$ cat config.mk
export PLATFORM = sky130hd
export DESIGN_NAME = booth_iter_mul
export DESIGN_NICKNAME = d
export VERILOG_FILES = /design/src/rtl/iu_mul_pkg.sv /design/src/rtl/booth_code.sv /design/src/rtl/booth_iter_mul.sv
export SDC_FILE = /design/constraint.sdc
export NUM_CORES = 1
export LEC_CHECK = 0
export CAP_MARGIN = 20
export CORE_ASPECT_RATIO = 1.75
export CORE_UTILIZATION = 30
export CTS_CLUSTER_DIAMETER = 120
export DETAILED_ROUTE_END_ITERATION = 8
export PLACE_DENSITY = 0.45
export RECOVER_POWER = 50
export SLEW_MARGIN = 5
export SYNTH_ARGS = -nofsm -noshare
export SYNTH_HDL_FRONTEND = slang
export SYNTH_SLANG_ARGS = --single-unit
$ cat constraint.sdc
create_clock -name cpuclk -period 19.3 [get_ports cpuclk]
set_input_delay 4.825 -clock cpuclk [delete_from_list [all_inputs] [get_ports cpuclk]]
set_output_delay 4.825 -clock cpuclk [all_outputs]
set_load 0.005 [all_outputs]
$ cat src/rtl/iu_mul_pkg.sv
// Shared definitions for the IU iterative multiply path: default operand
// width, Booth iteration count, FSM state encoding and Booth code width.
package iu_mul_pkg;

    localparam int DATA_W_DEF   = 32;
    localparam int BOOTH_CODE_W = 3;

    // Radix-4 Booth iterations over the (data_w+2)-bit extended multiplier.
    function automatic int iter_of(input int data_w);
        return (data_w / 2) + 1;
    endfunction

    typedef enum logic [1:0] {
        ST_IDLE = 2'b00,
        ST_CALC = 2'b01,
        ST_DONE = 2'b10
    } mul_state_e;

endpackage

$ cat src/rtl/booth_code.sv
// Radix-4 Booth partial-product cell. For a 3-bit Booth code it selects
// 0, +A, +2A, -2A or -A. Negative multiples are returned as the one's
// complement in product with h=1, so the true partial product is
// sign_extend(product) + h.
module booth_code
    import iu_mul_pkg::*;
#(
    parameter int B_SIZE = 33
) (
    input  logic [B_SIZE-1:0]       a,
    input  logic [BOOTH_CODE_W-1:0] code,
    output logic [B_SIZE:0]         product,
    output logic                    h
);

    logic [B_SIZE:0] a1_s;
    logic [B_SIZE:0] a2_s;

    assign a1_s = {a[B_SIZE-1], a};
    assign a2_s = {a, 1'b0};

    // Select the multiple of A encoded by the Booth digit.
    always_comb begin
        product = '0;
        h       = 1'b0;
        case (code)
            3'b000, 3'b111: begin
                product = '0;
                h       = 1'b0;
            end
            3'b001, 3'b010: begin
                product = a1_s;
                h       = 1'b0;
            end
            3'b011: begin
                product = a2_s;
                h       = 1'b0;
            end
            3'b100: begin
                product = ~a2_s;
                h       = 1'b1;
            end
            3'b101, 3'b110: begin
                product = ~a1_s;
                h       = 1'b1;
            end
            default: begin
                product = '0;
                h       = 1'b0;
            end
        endcase
    end

endmodule

$ cat src/rtl/booth_iter_mul.sv
// Iterative radix-4 Booth multiplier: one Booth digit per cycle, the
// partial product from booth_code accumulated into a 2*DATA_W result.
// Optional macro IU_MUL_EARLY_TERM_EN: finish as soon as the remaining
// multiplier bits are all equal (all further digits would be zero).
module booth_iter_mul
    import iu_mul_pkg::*;
#(
    parameter int DATA_W = DATA_W_DEF
) (
    input  logic                  cpuclk,
    input  logic                  cpurst,
    input  logic                  flush,
    input  logic                  in_vld,
    output logic                  in_rdy,
    input  logic [DATA_W-1:0]     in_src0,
    input  logic [DATA_W-1:0]     in_src1,
    input  logic                  in_src0_signed,
    input  logic                  in_src1_signed,
    output logic                  out_vld,
    input  logic                  out_rdy,
    output logic [2*DATA_W-1:0]   out_result,
    output logic                  busy
);

    localparam int ITER  = iter_of(DATA_W);
    localparam int A_W   = DATA_W + 1;
    localparam int M_W   = DATA_W + 3;
    localparam int ACC_W = 2 * DATA_W;
    localparam int CNT_W = $clog2(ITER);
    localparam logic [CNT_W-1:0] CNT_ONE  = {{(CNT_W-1){1'b0}}, 1'b1};
    localparam logic [CNT_W-1:0] CNT_LAST = CNT_W'(ITER - 1);

    mul_state_e              state_r;
    mul_state_e              state_nxt_s;
    logic [A_W-1:0]          a_r;
    logic [M_W-1:0]          m_r;
    logic [CNT_W-1:0]        cnt_r;
    logic [ACC_W-1:0]        acc_r;
    logic                    out_vld_r;
    logic [2*DATA_W-1:0]     out_result_r;
    logic                    in_rdy_r;
    logic                    busy_r;

    logic [A_W:0]            product_s;
    logic                    h_s;
    logic [ACC_W-1:0]        pp_s;
    logic [ACC_W-1:0]        acc_nxt_s;
    logic [M_W-1:0]          m_shift_s;
    logic                    last_s;
    logic                    early_s;
    logic                    src0_ext_s;
    logic                    src1_ext_s;

    booth_code #(
        .B_SIZE (A_W)
    ) u_booth_code (
        .a       (a_r),
        .code    (m_r[BOOTH_CODE_W-1:0]),
        .product (product_s),
        .h       (h_s)
    );

    assign src0_ext_s = in_src0_signed & in_src0[DATA_W-1];
    assign src1_ext_s = in_src1_signed & in_src1[DATA_W-1];

    // Partial product = sign-extended cell output plus its negate carry.
    assign pp_s      = {{(ACC_W-A_W-1){product_s[A_W]}}, product_s}
                     + {{(ACC_W-1){1'b0}}, h_s};
    assign acc_nxt_s = acc_r + (pp_s << {cnt_r, 1'b0});
    // Arithmetic shift: the fill bits equal the extension bits, so they
    // never change a digit and keep the early-termination test simple.
    assign m_shift_s = {{2{m_r[M_W-1]}}, m_r[M_W-1:2]};
    assign last_s    = (cnt_r == CNT_LAST);

`ifdef IU_MUL_EARLY_TERM_EN
    assign early_s = (&m_shift_s) | ~(|m_shift_s);
`else
    assign early_s = 1'b0;
`endif

    // Next-state logic; flush overrides every state.
    always_comb begin
        state_nxt_s = state_r;
        if (flush) begin
            state_nxt_s = ST_IDLE;
        end else begin
            case (state_r)
                ST_IDLE: begin
                    if (in_vld) state_nxt_s = ST_CALC;
                    else        state_nxt_s = ST_IDLE;
                end
                ST_CALC: begin
                    if (last_s || early_s) state_nxt_s = ST_DONE;
                    else                   state_nxt_s = ST_CALC;
                end
                ST_DONE: begin
                    if (out_vld_r && out_rdy) state_nxt_s = ST_IDLE;
                    else                      state_nxt_s = ST_DONE;
                end
                default: state_nxt_s = ST_IDLE;
            endcase
        end
    end

    // State register with registered handshake/status outputs.
    always_ff @(posedge cpuclk or posedge cpurst) begin
        if (cpurst) begin
            state_r  <= ST_IDLE;
            in_rdy_r <= 1'b1;
            busy_r   <= 1'b0;
        end else begin
            state_r  <= state_nxt_s;
            in_rdy_r <= (state_nxt_s == ST_IDLE);
            busy_r   <= (state_nxt_s != ST_IDLE);
        end
    end

    // Operand capture, Booth accumulation and result presentation.
    always_ff @(posedge cpuclk or posedge cpurst) begin
        if (cpurst) begin
            a_r          <= '0;
            m_r          <= '0;
            cnt_r        <= '0;
            acc_r        <= '0;
            out_vld_r    <= 1'b0;
            out_result_r <= '0;
        end else if (flush) begin
            cnt_r     <= '0;
            acc_r     <= '0;
            out_vld_r <= 1'b0;
        end else begin
            case (state_r)
                ST_IDLE: begin
                    if (in_vld) begin
                        a_r   <= {src0_ext_s, in_src0};
                        m_r   <= {src1_ext_s, src1_ext_s, in_src1, 1'b0};
                        cnt_r <= '0;
                        acc_r <= '0;
                    end
                end
                ST_CALC: begin
                    acc_r <= acc_nxt_s;
                    m_r   <= m_shift_s;
                    cnt_r <= cnt_r + CNT_ONE;
                end
                ST_DONE: begin
                    if (!out_vld_r) begin
                        out_vld_r    <= 1'b1;
                        out_result_r <= acc_r;
                    end else if (out_rdy) begin
                        out_vld_r <= 1'b0;
                    end
                end
                default: begin
                    out_vld_r <= 1'b0;
                end
            endcase
        end
    end

    assign in_rdy     = in_rdy_r;
    assign busy       = busy_r;
    assign out_vld    = out_vld_r;
    assign out_result = out_result_r;

endmodule

# Word level (Yosys, flattened, before mapping)
# Index checks and enable logic that the tools add are counted.
# Widths: inputs -> output; s select.
# word_totals
word_cells	71
output_inout_bits	67
ff_bits	206
input_bits	71
# classes
n_mux	19
addsub	3
reduce_logical	18
n_bitwise	7
n_shift	1
n_eq_ne	13
# op_table
cell	count
$pmux 34 s5	1
$mux 64	2
$pmux 64 s2	1
$pmux 35 s2	1
$not 34->34	2
$add 64x64->64	1
$shl 64x6->64	1
$add 34x2->35	1
$mux 35	1
$eq 3x3->1 const B	4
$mux 5	2
$pmux 5 s2	1
$reduce_and 3->1	3
$reduce_or 2->1	4
$eq 3x2->1 const B	2
$mux 2	3
$pmux 2 s3	1
$add 5x1->5 const B	1
$eq 5x5->1 const B	1
$reduce_or 5->1	1
$logic_not 2->1	2
$mux 1	4
$pmux 1 s2	2
$reduce_and 4->1	1
other kinds (14)	18

# Depth between registers and ports, before layout
# Gate-level depths: netlist (run 1).
# logic_depth
depth_word	8
ltp_mapped	33
ltp_nobuf	26

# Hierarchy
# A second synthesis (run 1) with hierarchy kept.
# hier_totals
hier_cells	1941
hier_area_um2	16026.6
# by_module_without_submodules
mod	cells_each	area_per_inst_um2	n_inst
booth_iter_mul	1810	14790.4	1
booth_code	131	1236.2	1

# Worst setup path after synthesis (run 1)
# No wires, ideal clock.
# synth_timing
kind	register to register
startpoint	register m_r[2]
endpoint	register acc_r[62]
required_ns	19.167
stages_incl_launch_ff	32
setup_time_ns	0.133
n_path_buf	8
synth_period_minus_slack_ns	6.625
arrival_ns	6.492
setup_slack_ns	12.675
path_cell_list	dfrtp_1 > buf_2 > clkbuf_1 > buf_2 > buf_2 > buf_2 > a21oi_1 > a311oi_1 > ha_1 > ha_1 > o21a_1 > and4_1 > buf_2 > nand4_1 > o211a_1 > a211oi_1 > mux2i_1 > mux2_2 > o22ai_1 > ha_1 > clkbuf_1 > and2_1 > clkbuf_1 > nand3_1 > or3_1 > o21ba_2 > o21ai_0 > a21oi_1 > nor2_1 > o311ai_0 > xnor2_1 > o21ai_0
# synth_between
elab_chain_len	8
elab_cells_between_ends	20
cone_classes	add/sub (2); eq/ne (7); shift (1); mux (4); reduce/logical (6)
# synth_lines
element	line_no	rtl
start, declared	booth_iter_mul.sv:36	logic [M_W-1:0] m_r;
start signal, assigned	booth_iter_mul.sv:136	m_r <= {src1_ext_s, src1_ext_s, in_src1, 1'b0};
start signal, assigned	booth_iter_mul.sv:143	m_r <= m_shift_s;
$eq 3x3->1 (tied with other cells)	booth_code.sv:26	case (code)
$reduce_or 5->1 (no line) (tied with other cells)	-	
$pmux 1 s2 / $pmux 34 s5 (equally long branches)	booth_code.sv:26	
$add 34x2->35 (*)	booth_iter_mul.sv:68	+ {{(ACC_W-1){1'b0}}, h_s};
$shl 64x6->64 (*)	booth_iter_mul.sv:69	assign acc_nxt_s = acc_r + (pp_s << {cnt_r, 1'b0});
$add 64x64->64 (*)	booth_iter_mul.sv:69	
$pmux 64 s2 (*)	booth_iter_mul.sv:132	case (state_r)
$mux 64 (*)	booth_iter_mul.sv:127	end else if (flush) begin
end signal, assigned	booth_iter_mul.sv:142	acc_r <= acc_nxt_s;
end, declared	booth_iter_mul.sv:38	logic [ACC_W-1:0] acc_r;
# Mark *: on every way between the ends. The rest lies on a longest branch, timed or not.
# A chain may end at the register's enable or synchronous reset.

==> impl_metrics.json, run 1 <==
{
  "status": "finished, violations left",
  "violations": "capacitance limit, slew limit",
  "yosys-top-cells-area": "dfrtp_1, mux2_2, ha_1, o21ai_0, nand2_1",
  "clk_path_buf_depth": 3,
  "layout_commonest_cell": "nand2_1",
  "finClkSkew_ns": 0.0275,
  "maxCapViolations": 4,
  "cp.required_ns": 19.18,
  "critPathSlowestCell": "clkinvlp_2",
  "slew_viol_final": 252,
  "cts_setup_buffers": 0,
  "rows": 112,
  "grt_pass1_vias": 14700,
  "syn_area_sq_mm": 0.0161,
  "setup.worst_path.end_class": "asynchronous set/reset pin",
  "clock_sinks": 206,
  "critPathLaunchType": "primary input",
  "cts.repair.resized": 0,
  "die_w_um": 177,
  "p_leak_uw": 0.00829,
  "ys_types": 83,
  "period_share": 0.513,
  "hold_violations": 0,
  "relSlewSlack": -1.76,
  "synth_top_area_share": 0.318,
  "finalNetCount": 2050,
  "drc": 0,
  "n_fill_cell": 5558,
  "rsz0062_at_grt": "no",
  "clk_latency_ns": 0.56,
  "drive_gt1_frac": 0.117,
  "place_worst_setup_slack_ns": 11.36,
  "asyncSetResetFlopFracSynth": 1.00,
  "detail-route-antenna-nets": 0,
  "dp_hpwl_mm": 41.8,
  "synth-seq-cells": 206,
  "io_buffers": 137,
  "arrival_ns": 9.77,
  "hold_ws_ns": 0.481,
  "final_area_sq_mm": 0.0189,
  "syn2layout_area_growth_pct": 17.0,
  "grt_max_degree": 93,
  "final_cell_mix": "nand2_1, dfrtp_1, o21ai_0",
  "synth_enable_flop_cells": 0,
  "wl_per_cell_um": 21.1,
  "clockRootBuffer": "clkbuf_16",
  "synthesis.nets": 1991,
  "cts_buffers": 24,
  "wl_met3_mm": 1.56,
  "wl_met1_mm": 22.0,
  "initial_core_util": 0.303,
  "yosysWarnings": 0,
  "syn_area_per_cell_sq_um": 8.71,
  "crit_type": "primary input to asynchronous set/reset pin",
  "io_pins": 138,
  "hold_path_class": "flop to flop",
  "wl_met2_mm": 29.9,
  "dieArea_sq_mm": 0.0547,
  "power_density_mw_per_mm2": 117,
  "h-tree-depth": 1,
  "routabilityCongestion": 0.909,
  "ctsHoldBuffers": 0,
  "synth_area_leader_cell": "dfrtp_1",
  "dpl_cell_area_sq_mm": 0.0181,
  "n_antenna_cell": 0,
  "die_h_um": 309,
  "fp.coreArea_sq_mm": 0.0533,
  "setup-tns-final_ns": 0,
  "first_pass_iters": 5,
  "worstPathMaxFanout": 92,
  "max_freq_ghz": 0.101,
  "grt-ovfl-total": 0,
  "period_needed_ns": 9.90,
  "antenna_found_initial": 0,
  "ys_dominant_reg_cell": "dfrtp_1",
  "grt_usage": 0.201,
  "cts_tree": "done",
  "cp_cell_sequence": "dlygate4sd3_1 -> clkinvlp_2 -> clkbuf_1",
  "tightest_slew_ns": 4.12,
  "worst_slack_ns": 9.40,
  "highest_layer": "met4",
  "finalWirelength_mm": 55.0,
  "grt_pass1_wl_mm": 86.0,
  "path_clk_slew_ns": 0.06,
  "dr.first_iter.drc_count": 826,
  "vdd_drop_max_v": 0.0000641,
  "slowest_delay_ns": 2.32,
  "setup-violations-final": 0,
  "syn_inst": 1851,
  "viasPerCell": 5.48,
  "num_vias": 14300,
  "synth_seq_area_share": 0.320,
  "power_uw": 2200
}
==> logic make-up after synthesis <==
kind of cell,Yosys count,share of synthesized area
buffers and inverters,161,0.0391
XOR/XNOR,120,0.0652
flip-flops,206,0.320
AND/OR/NAND/NOR,551,0.167
adder cells (fa/ha/maj),69,0.0540
multiplexers,197,0.137
AO/OA/AOI/OAI,547,0.218
==> stage by stage <==
stage | instances | utilization
2_1_floorplan | 1851 | -
3_3_place_gp | 2566 | 0.339
3_5_place_dp | 2568 | 0.340
4_1_cts | 2609 | 0.355
5_1_grt | 2609 | 0.354
6_report | 2609 | 0.354
==> power breakdown <==
part | internal [uW] | switching, uW
sequential | 497 | 74.7
combinational | 450 | 713
clock | 271 | 191
==> synthesized netlist by cell type, types with 16 or more instances <==
library cell    n
xor2_1         50
and3_1         16
a22o_1         18
xnor2_1        70
nand4_1        20
nand3_1        29
nand2_1       211
a211oi_1       20
a21oi_1       119
buf_1          23
and2_1         17
ha_1           68
mux2_2        123
o21ai_0       169
dfrtp_1       205
nor2_1        123
mux2i_1        67
a21o_1         39
clkbuf_1       92
nor3_1         31
inv_1          28
a31oi_1        20
==> area by class of cell <==
cell class              count  area (sq um)  share of cell area
multi-input cells        1484         10400               0.549
flip-flops and latches    206          5160               0.274
repair buffers            164          1590              0.0844
well taps                 684           856              0.0454
clock buffers              35           682              0.0362
inverters                  30           114             0.00604
clock inverters             6          95.1             0.00504
==> final timing paths <==
path	cells after the start	end	startpoint	slack (ns)
max in group cpuclk	5	cnt_r[4]	flush	11.16
min in group asynchronous	2	m_r[24]	cpurst	5.97
hold reg to reg	2	m_r[9]	m_r[9]	0.48
setup reg to reg	24	acc_r[62]	m_r[2]	11.23
hold / removal	2	m_r[9]	m_r[9]	0.48
setup / recovery	3	m_r[2]	cpurst	9.40
==> critical path, delay by kind of cell <==
family	cells	cell delay, ns
buffers and inverters	3	4.90
==> layer usage <==
layer,track usage,up-vias
met5,0,-
met4,0.0638,0
met3,0.0177,73
met2,0.387,268
met1,0.227,7031
li1,-,6913
==> state kept, by name, summed over array words and instances (netlist names) <==
| signal | cells |
|---|---|
| out_vld | 1 |
| acc_r | 64 |
| in_rdy | 1 |
| out_result | 64 |
| cnt_r | 5 |
| state_r | 2 |
| busy | 1 |
| m_r | 35 |
| a_r | 33 |
No activity file was read; power rests on OpenSTA's default activity.
==> run 2, diff against run 1 <==
==> constraint.sdc (replaced) <==
create_clock -name cpuclk -period 9.4 [get_ports cpuclk]
set_input_delay 2.35 -clock cpuclk [delete_from_list [all_inputs] [get_ports cpuclk]]
set_output_delay 2.35 -clock cpuclk [all_outputs]
set_load 0.005 [all_outputs]
==> run 2 against run 1 <==
The flow still finishes with violations (capacitance limit, slew limit). Clock-buffer cell count is 2 lower. First-iteration DRC count is 14% higher. Worst setup slack worse by 8.0 ns. Highest routed layer unchanged. Worst hold slack worse by 0.0039 ns. Via count is 0.43% lower. Largest cell class unchanged. Combinational power is 110% higher. Clock power is 99% higher. Critical path type is now flop to flop. Flip-flop and latch count stayed put.
==> impl_metrics.json, run 2 (synthesis results as in run 1) <==
{
  "drc": 0,
  "swShare": 0.452,
  "crit_path_frequent_cell": "a21oi_1",
  "fin_cells": 2605,
  "critPathSlowestCell": "or3b_1",
  "drive_gt1_frac": 0.117,
  "grt-ovfl-total": 0,
  "tightest_slew_ns": 4.06,
  "hold_ws_ns": 0.477,
  "finalWirelength_mm": 55.5,
  "h-tree-depth": 1,
  "final_area_sq_mm": 0.0188,
  "violations": "capacitance limit, slew limit",
  "grt_usage": 0.203,
  "dr.first_iter.drc_count": 939,
  "io_buffers": 137,
  "vdd_drop_max_v": 0.000148,
  "setup.worst_path.end_class": "flop",
  "rows": 112,
  "routabilityCongestion": 0.954,
  "cts_tree": "done",
  "worstPathMaxFanout": 28,
  "crit_type": "flop to flop",
  "die_h_um": 309,
  "slowest_delay_ns": 0.76,
  "io_pins": 138,
  "grt_max_degree": 120,
  "fp.coreArea_sq_mm": 0.0533,
  "max_freq_ghz": 0.125,
  "hold_path_class": "flop to flop",
  "p_sw_uw": 2040,
  "dp.cells": 2564,
  "holdPathEnd": "m_r[20]",
  "dpl_cell_area_sq_mm": 0.0181,
  "num_vias": 14200,
  "first_pass_iters": 5,
  "rsz0062_at_grt": "no",
  "setup-violations-final": 0,
  "cts_buffers": 23,
  "dp_hpwl_mm": 42.2,
  "clock_sinks": 206,
  "clk_path_buf_depth": 3,
  "rr_worst_depth": 23,
  "internal_power_uw": 2460,
  "period_needed_ns": 8.03,
  "dieArea_sq_mm": 0.0547,
  "cp.required_ns": 9.82,
  "layout_commonest_cell": "nand2_1",
  "antenna_found_initial": 1,
  "grt_pass1_wl_mm": 86.3,
  "period_share": 0.854,
  "regArea_sq_mm": 0.00516,
  "p_leak_uw": 0.00815,
  "relSlewSlack": -1.72,
  "maxCapViolations": 3,
  "cts.repair.resized": 0,
  "p_clk_frac": 0.204,
  "rr_startpoint": "m_r[1]",
  "hold_path_depth": 2,
  "cp_cell_sequence": "or3b_1 -> o221ai_1 -> ha_1 -> o21a_1 -> and4_1 -> nand4_1 -> xnor2_1 -> a211oi_1 -> mux2i_1 -> nand2_1 -> o21ai_0 -> a21oi_1 -> ha_1 -> a211o_1 -> a2111oi_0 -> nor3_1 -> or3_1 -> a21oi_1 -> a21oi_1 -> a311oi_1 -> xor2_1 -> xnor2_1 -> o21ai_0",
  "finClkSkew_ns": 0.0165,
  "critPathLaunchType": "flop",
  "power_frac_seq": 0.267,
  "finalNetCount": 2046,
  "min_from": "m_r[20]",
  "status": "finished, violations left",
  "clockRootBuffer": "clkbuf_16",
  "clk_latency_ns": 0.56,
  "r2r-end": "acc_r[63]",
  "cts_setup_buffers": 0,
  "grt_pass1_vias": 14700,
  "die_w_um": 177,
  "slew_viol_final": 197,
  "ctsHoldBuffers": 0,
  "path_clk_slew_ns": 0.06,
  "viasPerCell": 5.46,
  "r2r_slack_ns": 1.37,
  "n_fill_cell": 5590,
  "p_comb_frac": 0.529,
  "arrival_ns": 8.45,
  "wl_per_cell_um": 21.3,
  "setup-tns-final_ns": 0,
  "final_cell_mix": "nand2_1, dfrtp_1, o21ai_0",
  "multi_input_area_sq_mm": 0.0104,
  "hold_violations": 0,
  "syn2layout_area_growth_pct": 16.6,
  "power_density_mw_per_mm2": 239,
  "initial_core_util": 0.303,
  "detail-route-antenna-nets": 0
}
-- run 2: worst max path at each step --
stage | start | to | slack (ns) | cells past startpoint
finish | m_r[1] | acc_r[63] | 1.37 | 23
global route | m_r[1] | acc_r[63] | 0.89 | 23
CTS | m_r[1] | acc_r[63] | 1.28 | 23
detailed placement | m_r[1] | acc_r[63] | 1.30 | 23
global placement | m_r[1] | acc_r[63] | 1.43 | 23
floorplan | cpurst | a_r[0] | 1.43 | 1
-- run 2: critical path: cells and delay by family, from the launching register on --
family / cells / cell delay [ns]
mux: 1 / 0.27
flops: 1 / 0.73
simple gates: 6 / 2.16
compound gates: 11 / 3.42
xor+xnor: 3 / 0.61
fa+ha+maj: 2 / 0.68
-- run 2: power by group through the flow --
stage	clock (uW)	sequential (uW)	combinational (uW)
2_1_floorplan	0	1110	1730
3_3_place_gp	0	1220	2370
3_5_place_dp	0	1220	2370
4_1_cts	962	1200	2380
5_1_grt	993	1230	2610
6_report	918	1200	2380
-- run 2: metal layers --
metal	part of all wire	wire length, um	track usage
met2	0.54	30100	0.388
met5	0	0	0
met4	0.036	1970	0.0780
met3	0.037	2030	0.0227
met1	0.39	21400	0.223
-- run 2: stage by stage --
step | total power (uW) | utilization | worst slack [ns]
floorplan | 2840 | - | 1.43
global placement | 3590 | 0.339 | 1.43
detailed placement | 3590 | 0.339 | 1.30
CTS | 4550 | 0.353 | 1.28
global route | 4830 | 0.353 | 0.892
finish | 4500 | 0.353 | 1.37
-- run 2: layout make-up --
class | count | share of cell area
clock buffer | 33 | 0.0358
timing repair buffer | 161 | 0.0833
sequential | 206 | 0.275
inverter | 30 | 0.00606
multi-input combinational | 1484 | 0.551
antenna | 1 | 0.000133
tap | 684 | 0.0455
clock inverter | 6 | 0.00326
